### src/rtl/bp_update_sched.sv
// Branch-predictor update scheduler: queues resolved EX branches and ID JAL installs,
// and sweeps the predictor table with clear writes. Optional BP_STATS_EN adds branch/mispredict counters.
`timescale 1ns/1ps
module bp_update_sched (
    input  logic        clk,
    input  logic        rst,
    input  logic        ex_valid,
    input  logic        ex_is_br,
    input  logic        ex_taken,
    input  logic [31:0] ex_pc,
    input  logic [31:0] ex_target,
    input  logic        ex_pred_taken,
    input  logic [31:0] ex_pred_target,
    input  logic        id_jal_valid,
    input  logic [31:0] id_jal_pc,
    input  logic [31:0] id_jal_target,
    output logic        id_jal_ready,
    input  logic        clear_req,
    output logic        clear_busy,
    output logic        upd_valid,
    output logic [31:0] upd_pc,
    output logic        upd_taken,
    output logic [31:0] upd_target,
    output logic        mispredict,
    output logic [31:0] redirect_pc,
    output logic        stall,
`ifdef BP_STATS_EN
    output logic [31:0] br_count,
    output logic [31:0] mispred_count,
`endif
    output logic        state_dbg
);

    // Handshake: an ID JAL transfers on any cycle where id_jal_valid and id_jal_ready are both
    // high at the clock edge; the EX branch has no ready and is simply dropped when the FIFO is full.

    typedef enum logic {RUN = 1'b0, CLEAR = 1'b1} state_t;

    state_t      state_q, state_d;
    logic [7:0]  idx_q, idx_d;

    logic [31:0] fifo_pc     [4];
    logic        fifo_taken  [4];
    logic [31:0] fifo_target [4];
    logic [1:0]  wr_ptr, rd_ptr;
    logic [2:0]  count;

    logic        ex_br, ex_push, id_push, push, pop;
    logic [31:0] push_pc, push_target;
    logic        push_taken;

    assign ex_br       = ex_valid & ex_is_br;
    assign ex_push     = ex_br & (count < 3'd4);
    assign id_push     = id_jal_valid & id_jal_ready;
    assign push        = ex_push | id_push;
    assign pop         = (state_q == RUN) && (count != 3'd0);

    assign push_pc     = ex_push ? ex_pc     : id_jal_pc;
    assign push_taken  = ex_push ? ex_taken  : 1'b1;
    assign push_target = ex_push ? ex_target : id_jal_target;

    always_ff @(posedge clk) begin
        if (push) begin
            fifo_pc[wr_ptr]     <= push_pc;
            fifo_taken[wr_ptr]  <= push_taken;
            fifo_target[wr_ptr] <= push_target;
        end
    end

    always_ff @(posedge clk) begin
        if (rst) begin
            wr_ptr <= 2'd0;
            rd_ptr <= 2'd0;
            count  <= 3'd0;
        end else begin
            if (push) wr_ptr <= wr_ptr + 2'd1;
            if (pop)  rd_ptr <= rd_ptr + 2'd1;
            case ({push, pop})
                2'b10:   count <= count + 3'd1;
                2'b01:   count <= count - 3'd1;
                default: count <= count;
            endcase
        end
    end

    always_ff @(posedge clk) begin
        if (rst) begin
            state_q <= RUN;
            idx_q   <= 8'd0;
        end else begin
            state_q <= state_d;
            idx_q   <= idx_d;
        end
    end

    always_comb begin
        state_d = state_q;
        idx_d   = idx_q;
        case (state_q)
            RUN: begin
                if (clear_req) begin
                    state_d = CLEAR;
                    idx_d   = 8'd0;
                end
            end
            CLEAR: begin
                idx_d = idx_q + 8'd1;
                if (idx_q == 8'd255) state_d = RUN;
            end
            default: state_d = RUN;
        endcase
    end

    // Clear sweep has priority on the update port; queued entries wait until it finishes.
    always_comb begin
        upd_valid  = 1'b0;
        upd_pc     = 32'd0;
        upd_taken  = 1'b0;
        upd_target = 32'd0;
        if (!rst) begin
            if (state_q == CLEAR) begin
                upd_valid = 1'b1;
                upd_pc    = {1'b1, 21'd0, idx_q, 2'b00};
            end else if (count != 3'd0) begin
                upd_valid  = 1'b1;
                upd_pc     = fifo_pc[rd_ptr];
                upd_taken  = fifo_taken[rd_ptr];
                upd_target = fifo_target[rd_ptr];
            end
        end
    end

    assign id_jal_ready = !rst && (count < 3'd4) && !ex_push;
    assign stall        = !rst && (count >= 3'd3);
    assign clear_busy   = !rst && (state_q == CLEAR);
    assign mispredict   = !rst && ex_br &&
                          ((ex_taken != ex_pred_taken) || (ex_taken && (ex_target != ex_pred_target)));
    assign redirect_pc  = rst ? 32'd0 : (ex_taken ? ex_target : ex_pc + 32'd4);
    assign state_dbg    = state_q;

`ifdef BP_STATS_EN
    always_ff @(posedge clk) begin
        if (rst) begin
            br_count      <= 32'd0;
            mispred_count <= 32'd0;
        end else begin
            if (ex_br)      br_count      <= br_count + 32'd1;
            if (mispredict) mispred_count <= mispred_count + 32'd1;
        end
    end
`endif

endmodule
### config.mk
export PLATFORM = sky130hd
export DESIGN_NAME = bp_update_sched
export DESIGN_NICKNAME = d
export VERILOG_FILES = /design/src/rtl/bp_update_sched.sv
export SDC_FILE = /design/constraint.sdc
export NUM_CORES = 1
export LEC_CHECK = 0
export BUFFER_PORTS_ARGS = -buffer_cell sky130_fd_sc_hd__buf_2
export CORE_ASPECT_RATIO = 0.5
export CORE_MARGIN = 8
export CORE_UTILIZATION = 30
export CTS_BUF_LIST = sky130_fd_sc_hd__clkbuf_8
export CTS_CLUSTER_SIZE = 10
export DETAILED_ROUTE_END_ITERATION = 8
export GPL_TIMING_DRIVEN = 0
export PLACE_DENSITY = 0.55
export SYNTH_ARGS = -nofsm -noshare
export SYNTH_HDL_FRONTEND = slang
export SYNTH_SLANG_ARGS = --single-unit
### constraint.sdc
create_clock -name clk -period 5.5 [get_ports clk]
set_input_delay 0.55 -clock clk [delete_from_list [all_inputs] [get_ports clk]]
set_output_delay 0.55 -clock clk [all_outputs]
set_load 0.05 [all_outputs]
* Word-level counts from Yosys, hierarchy flattened *
Memory sizes are Yosys's and may differ from the RTL's. A register that Yosys moved wholly into a read port is not among the register bits.
Index checks and enable logic that the tools add are counted.

storage, ports and cells
  word-level logic and storage cells = 71
  memories = 3
  RAM bits = 260
  bits in registers = 16

memories
  name         words  width  read ports  clocked after Yosys merged registers in  wr ports  line  source
  fifo_pc      4      32     1           1                                        1         42    logic [31:0] fifo_pc [4];
  fifo_target  4      32     1           1                                        1         44    logic [31:0] fifo_target [4];
  fifo_taken   4      1      1           1                                        1         43    logic fifo_taken [4];

operators by class
  reduce and logical (&&, ||, !) cells = 13
  $lt $le $gt $ge = 2
  eq/ne operators = 6
  bitwise operators = 5
  add/subtract/negate cells = 6
  multiplexer cells = 31

operator list
  operator                                                           count
  2-to-1 mux 32 bit                                                  10
  adder 32 x 3 -> 32 bit, second input constant                      1
  inequality test 32 bit                                             1
  one-hot mux 8 bit (2 select lines)                                 1
  2-to-1 mux 2 bit                                                   6
  2-to-1 mux 1 bit                                                   11
  adder 8 x 1 -> 8 bit, second input constant                        1
  equality test 8 bit, second input constant                         1
  logical AND 1 bit                                                  8
  2-to-1 mux 8 bit                                                   1
  one-hot mux 3 bit (2 select lines)                                 1
  adder 2 x 1 -> 2 bit, second input constant                        2
  adder 3 x 1 -> 3 bit, second input constant                        1
  AND 1 bit                                                          3
  greater-or-equal comparator 3 x 2 -> 1 bit, second input constant  1
  less-than comparator 3 bit, second input constant                  1
  nonzero test 3 bit                                                 1
  subtractor 3 x 1 -> 3 bit, second input constant                   1
  equality test 2 x 1 -> 1 bit, second input constant                1
  equality test 2 bit, second input constant                         1
  logical NOT 1 bit                                                  2
  inequality test 2 bit, second input constant                       1
  one-hot mux 1 bit (2 select lines)                                 1
  nonzero test 2 bit                                                 1
  4 further kinds                                                    4

* Longest topological paths before layout *
  depth in word-level cells = 8
  gate-level depth with buffers = 9
  gate-level depth less buffers = 9

* Worst setup path before layout *
OpenSTA, ideal clock, no wires.

  kind = input -> register
  start = input port rst
  end = memory fifo_pc[0][0] (enable)
  cell stages on the path = 4
  slack = 1.157 ns
  data arrival time = 3.846 ns
  path through = buf_2 nor2_1 a21oi_2 nor2b_1

between the ends
  cells in the longest elaborated chain, start to end = 7

ends and longest elaborated chain
  what                                    line  source
  start: declaration                      6     input logic rst,
  logical NOT 1 bit                       133   assign id_jal_ready = !rst && (count < 3'd4) && !ex_push;
  logical AND 1 bit (2 in a row)          133
  AND 1 bit                               54    assign id_push = id_jal_valid & id_jal_ready;
  bitwise OR 1 bit                        55    assign push = ex_push | id_push;
  2-to-1 mux 1 bit                        63    if (push) begin
  2-to-1 mux 1 bit (implied by the code)  64    fifo_pc[wr_ptr] <= push_pc;
  end: declaration                        42

Every way passes these cells.

* Worst setup path in the final report *
  start = register count[2]
  end = output port upd_pc[27]

between the ends
  cells in the longest elaborated chain, start to end = 4

ends and longest elaborated chain
  what                      line  source
  start: declaration        46    logic [2:0] count;
  start signal: assignment  79    2'b10: count <= count + 3'd1;
  start signal: assignment  80    2'b01: count <= count - 3'd1;
  start signal: assignment  81    default: count <= count;
  nonzero test 3 bit        124   end else if (count != 3'd0) begin
  2-to-1 mux 32 bit         124
  2-to-1 mux 32 bit         121   if (state_q == CLEAR) begin
  2-to-1 mux 32 bit         120   if (!rst) begin
  end: declaration          21    output logic [31:0] upd_pc,

Every way passes these cells.

==> results by stage <==
Worst hold path:
- In this run the worst hold path is classified as primary input to flip-flop.

Global routing:
- The aggregate global routing overflow is 0.
- The via count of the first global-routing pass is 9362.
- The number of antenna violations at the first check in global routing is 4.
- For this run, the total global-route usage over all layers was measured as 15.93%.
- The first global-routing pass estimated 59500 um of wire.
- Entering global routing, the biggest net connects 27 pins.

Clock tree:
- After clock tree synthesis, the repair step resized 0 gates.
- Buffers added to address setup during post-CTS repair amount to 0.
- Clock-pin slew was measured on the worst setup and hold paths at 60 ps.
- No sink is reached through more buffers than the 3 on the longest clock path.
- In this run, post-CTS hold repair placed 0 buffers.
- The TritonCTS clock tree is done.
- The total number of clock tree sinks is 278.
- The clock root buffer is sky130_fd_sc_hd__clkbuf_8.
- Clock latency on the worst-skew pair, taken at its later pin, is 570 ps.
- The deepest level of the CTS H-tree is 2.
- Clock tree synthesis inserted a total of 43 buffers.

Die:
- The floorplan die height is 162.9 um.
- In this run the count of I/O pins placed on the die edge is 271.
- The row count is 53.
- The overall die area is 50430 um2.
- The placeable core region is 42240 um2.
- The floorplan die width is 309.7 um.
- The initial utilization of the core area, before any placement, comes to 30.63%.

STA:
- The hold violation count in the final report is 0.
- In the finished design, the share of the clock period the worst path needs comes to 68.79%.
- Setup repair after global routing left no endpoint under its margin.
- At the pin with the least slew margin, the transition time is 1355 ps.
- Across the routed clock network, the largest skew measured is 22.89 ps.
- The shortest clock period the worst path allows after layout is 3784 ps.
- The relative slew slack is 9.171%.
- The final-report max-slew violation count is 0.
- Static timing analysis puts the maximum clock frequency at 264.3 MHz.
- Setup violations remaining at the end of the flow were counted as 0.

Route:
- The count of antenna-violating nets left after detailed routing is 0.
- For this run, the detailed router's first-pass iteration total came to 5.
- After detailed routing, the number of remaining DRC violations is 0.
- After detailed routing, the average wire length per cell comes to 22.38 um.
- The first routing iteration left 626 violations.
- The vias per cell is 4.773.
- The detailed-route wire length is 41680 um.
- The routed layout has 8888 vias.

Logic synthesis:
- The synthesized netlist net count is 1109.
- Each instance of the synthesized netlist takes up on average 13.87 um2.
- The distinct cell type count of the synthesized netlist is 43.
- The post-synthesis instance total is 933.
- The yosys synthesis warning count is 0.
- Yosys mapped a number of flops with a built-in enable equal to 260.
- The netlist area before placement is 12940 um2.
- The most used standard cell by instance count after synthesis is sky130_fd_sc_hd__edfxtp_1.
- The cell accounting for the most synthesized area is sky130_fd_sc_hd__edfxtp_1.
- By area the synthesized netlist is led by sky130_fd_sc_hd__edfxtp_1, sky130_fd_sc_hd__mux4_2, sky130_fd_sc_hd__nand2_1.
- The most used flip-flop cell after synthesis is sky130_fd_sc_hd__edfxtp_1.
- Sequential cells were found to cover 63.13% of the synthesized design area.
- Of all flip-flops after synthesis, the portion carrying an async set or reset was 0%.
- After synthesis, the largest area contributor takes up 60.34% of total cell area.
- By count the netlist is led by sky130_fd_sc_hd__edfxtp_1, sky130_fd_sc_hd__nand2_1, sky130_fd_sc_hd__mux4_2, sky130_fd_sc_hd__and2_1, sky130_fd_sc_hd__nor2_1.
- Synthesis inferred 278 register bits.

Setup path:
- The worst setup path is of the flip-flop to output pin kind.
- STA puts the critical path data required time at 4950 ps.
- The highest net fanout along the worst path is 10.
- The worst endpoint data arrival time is 3230 ps.
- STA classifies the critical path endpoint as an output pin.
- The worst setup path is launched from a flip-flop.

Placed design:
- The count of port buffers added during placement is 267.
- The cell area after placement is 15190 um2.
- The routability-driven placement congestion ratio is 0.8973.
- The estimated wirelength of the detail-placed design is 32130 um.

Power:
- For this design the static power due to leakage is 6.124 nW.
- The maximum VDD drop is 0.0001442 V.
- In this run the power density over the cells is 403.1 nW/um2.

Final layout:
- At the end of the flow the core is filled with cells to 37.78%.
- At the end of the flow, the number of nets in the layout was 1429.
- With fillers left out, the area of the finished cells amounts to 15960 um2.
- The area growth from synthesis to layout is 23.33%.
- Cells with a size suffix above 1 make up 33.44% of the layout.

Status:
- The run finished with clean final reports.

Job:
- The reported max-cap violation count is 0.
==> per-layer routing <==
metal | vias up | part of all wire (%) | track usage (%)
li1 | 4070 | - | -
met1 | 4523 | 37 | 17.50
met2 | 216 | 56 | 30.81
met3 | 79 | 3.7 | 2.141
met4 | 0 | 3.7 | 6.412
met5 | - | 0 | 0
==> through the flow <==
stage | setup TNS (ps) | setup slack, ps | power [mW] | std cells | hold WS [ps]
after floorplan | 0 | 1157 | 4.238 | 933 | 453.8
after global placement | -440180 | -1718 | 4.892 | 1777 | 484.1
after detailed placement | 0 | 2041 | 4.929 | 1785 | 485.5
after CTS | 0 | 1711 | 6.514 | 1860 | 287.1
after global routing | 0 | 1621 | 6.722 | 1862 | 312.5
final | 0 | 1716 | 6.433 | 1862 | 333.2
==> where the power goes <==
group          switching, mW  total, mW  internal, mW
clock                  0.792       1.58         0.792
combinational           1.40       2.13         0.735
sequential            0.0581       2.72          2.66
==> final timing paths <==
check             cells past startpoint                  start  slack [ps]                          end
hold / removal                        3       id_jal_target[5]         330  fifo_target[0][5]$_DFFE_PP_
setup reg to reg                      9  count[2]$_SDFFE_PP0P_        2990        count[2]$_SDFFE_PP0P_
setup / recovery                      6  count[2]$_SDFFE_PP0P_        1720                   upd_pc[27]
hold reg to reg                       2  idx_q[4]$_SDFFE_PP0P_         510        idx_q[4]$_SDFFE_PP0P_
==> cell type report <==
class	instances	area, um2
plain buffers	51	267.8
diodes	2	5.005
fillers	4100	26280
flip-flops and latches	278	8168
well taps	577	721.9
multi-input cells	578	4436
inverters	26	97.59
clock inverters	31	160.2
repair buffers	275	1496
clock buffers	44	605.6
==> worst max-delay path, cell delays in order (launching register included) <==
cell and delay (ps):
sky130_fd_sc_hd__dfxtp_1 300, sky130_fd_sc_hd__buf_2 180, sky130_fd_sc_hd__nor3_1 140, sky130_fd_sc_hd__nor3_2 1030, sky130_fd_sc_hd__clkbuf_1 490, sky130_fd_sc_hd__and2_1 260
sky130_fd_sc_hd__buf_2 280
==> cells by family (layout without fill, tap and decap cells) <==
kind of cell,Yosys count,in the layout,share of synthesized area [%]
and+or+nand+nor,342,342,12.39
DFF,278,278,63.13
AOI/OAI and AO/OA,82,82,3.849
muxes,81,81,12.58
buffers and inverters,77,427,2.824
xor gates and xnor gates,65,65,4.400
adders and majority gates,8,8,0.8316
other,0,2,0
==> registers in the layout, indices dropped and copies added, names as in the netlist, named ones only <==
signal	flops
state_dbg	1
rd_ptr	2
fifo_target	128
fifo_taken	4
idx_q	8
fifo_pc	128
wr_ptr	2
count	3
==> layout by cell type, fill, tap and decap left out, types with 2 or more instances in the layout <==
cell type,count
sky130_fd_sc_hd__buf_2,279
sky130_fd_sc_hd__nor4_1,7
sky130_fd_sc_hd__or3_1,3
sky130_fd_sc_hd__and2_1,57
sky130_fd_sc_hd__dfxtp_1,18
sky130_fd_sc_hd__inv_1,37
sky130_fd_sc_hd__nand4_1,18
sky130_fd_sc_hd__buf_1,4
sky130_fd_sc_hd__or4_1,2
sky130_fd_sc_hd__buf_12,8
sky130_fd_sc_hd__ha_1,7
sky130_fd_sc_hd__mux2i_1,13
sky130_fd_sc_hd__a21oi_1,31
sky130_fd_sc_hd__and3_1,3
sky130_fd_sc_hd__nor3_1,7
sky130_fd_sc_hd__clkbuf_1,28
sky130_fd_sc_hd__nor2_1,46
sky130_fd_sc_hd__diode_2,2
sky130_fd_sc_hd__nand2_1,170
sky130_fd_sc_hd__o21ai_0,21
sky130_fd_sc_hd__mux2_2,3
sky130_fd_sc_hd__edfxtp_1,260
sky130_fd_sc_hd__xor2_1,33
sky130_fd_sc_hd__a22o_1,8
sky130_fd_sc_hd__nor2b_4,4
sky130_fd_sc_hd__or2_2,2
sky130_fd_sc_hd__o21a_1,18
sky130_fd_sc_hd__clkinv_2,7
sky130_fd_sc_hd__mux4_2,65
sky130_fd_sc_hd__clkinv_1,10
sky130_fd_sc_hd__xnor2_1,32
sky130_fd_sc_hd__and4_4,2
sky130_fd_sc_hd__nand3_1,15
sky130_fd_sc_hd__clkbuf_8,49
(Power assumes the default switching activity.)
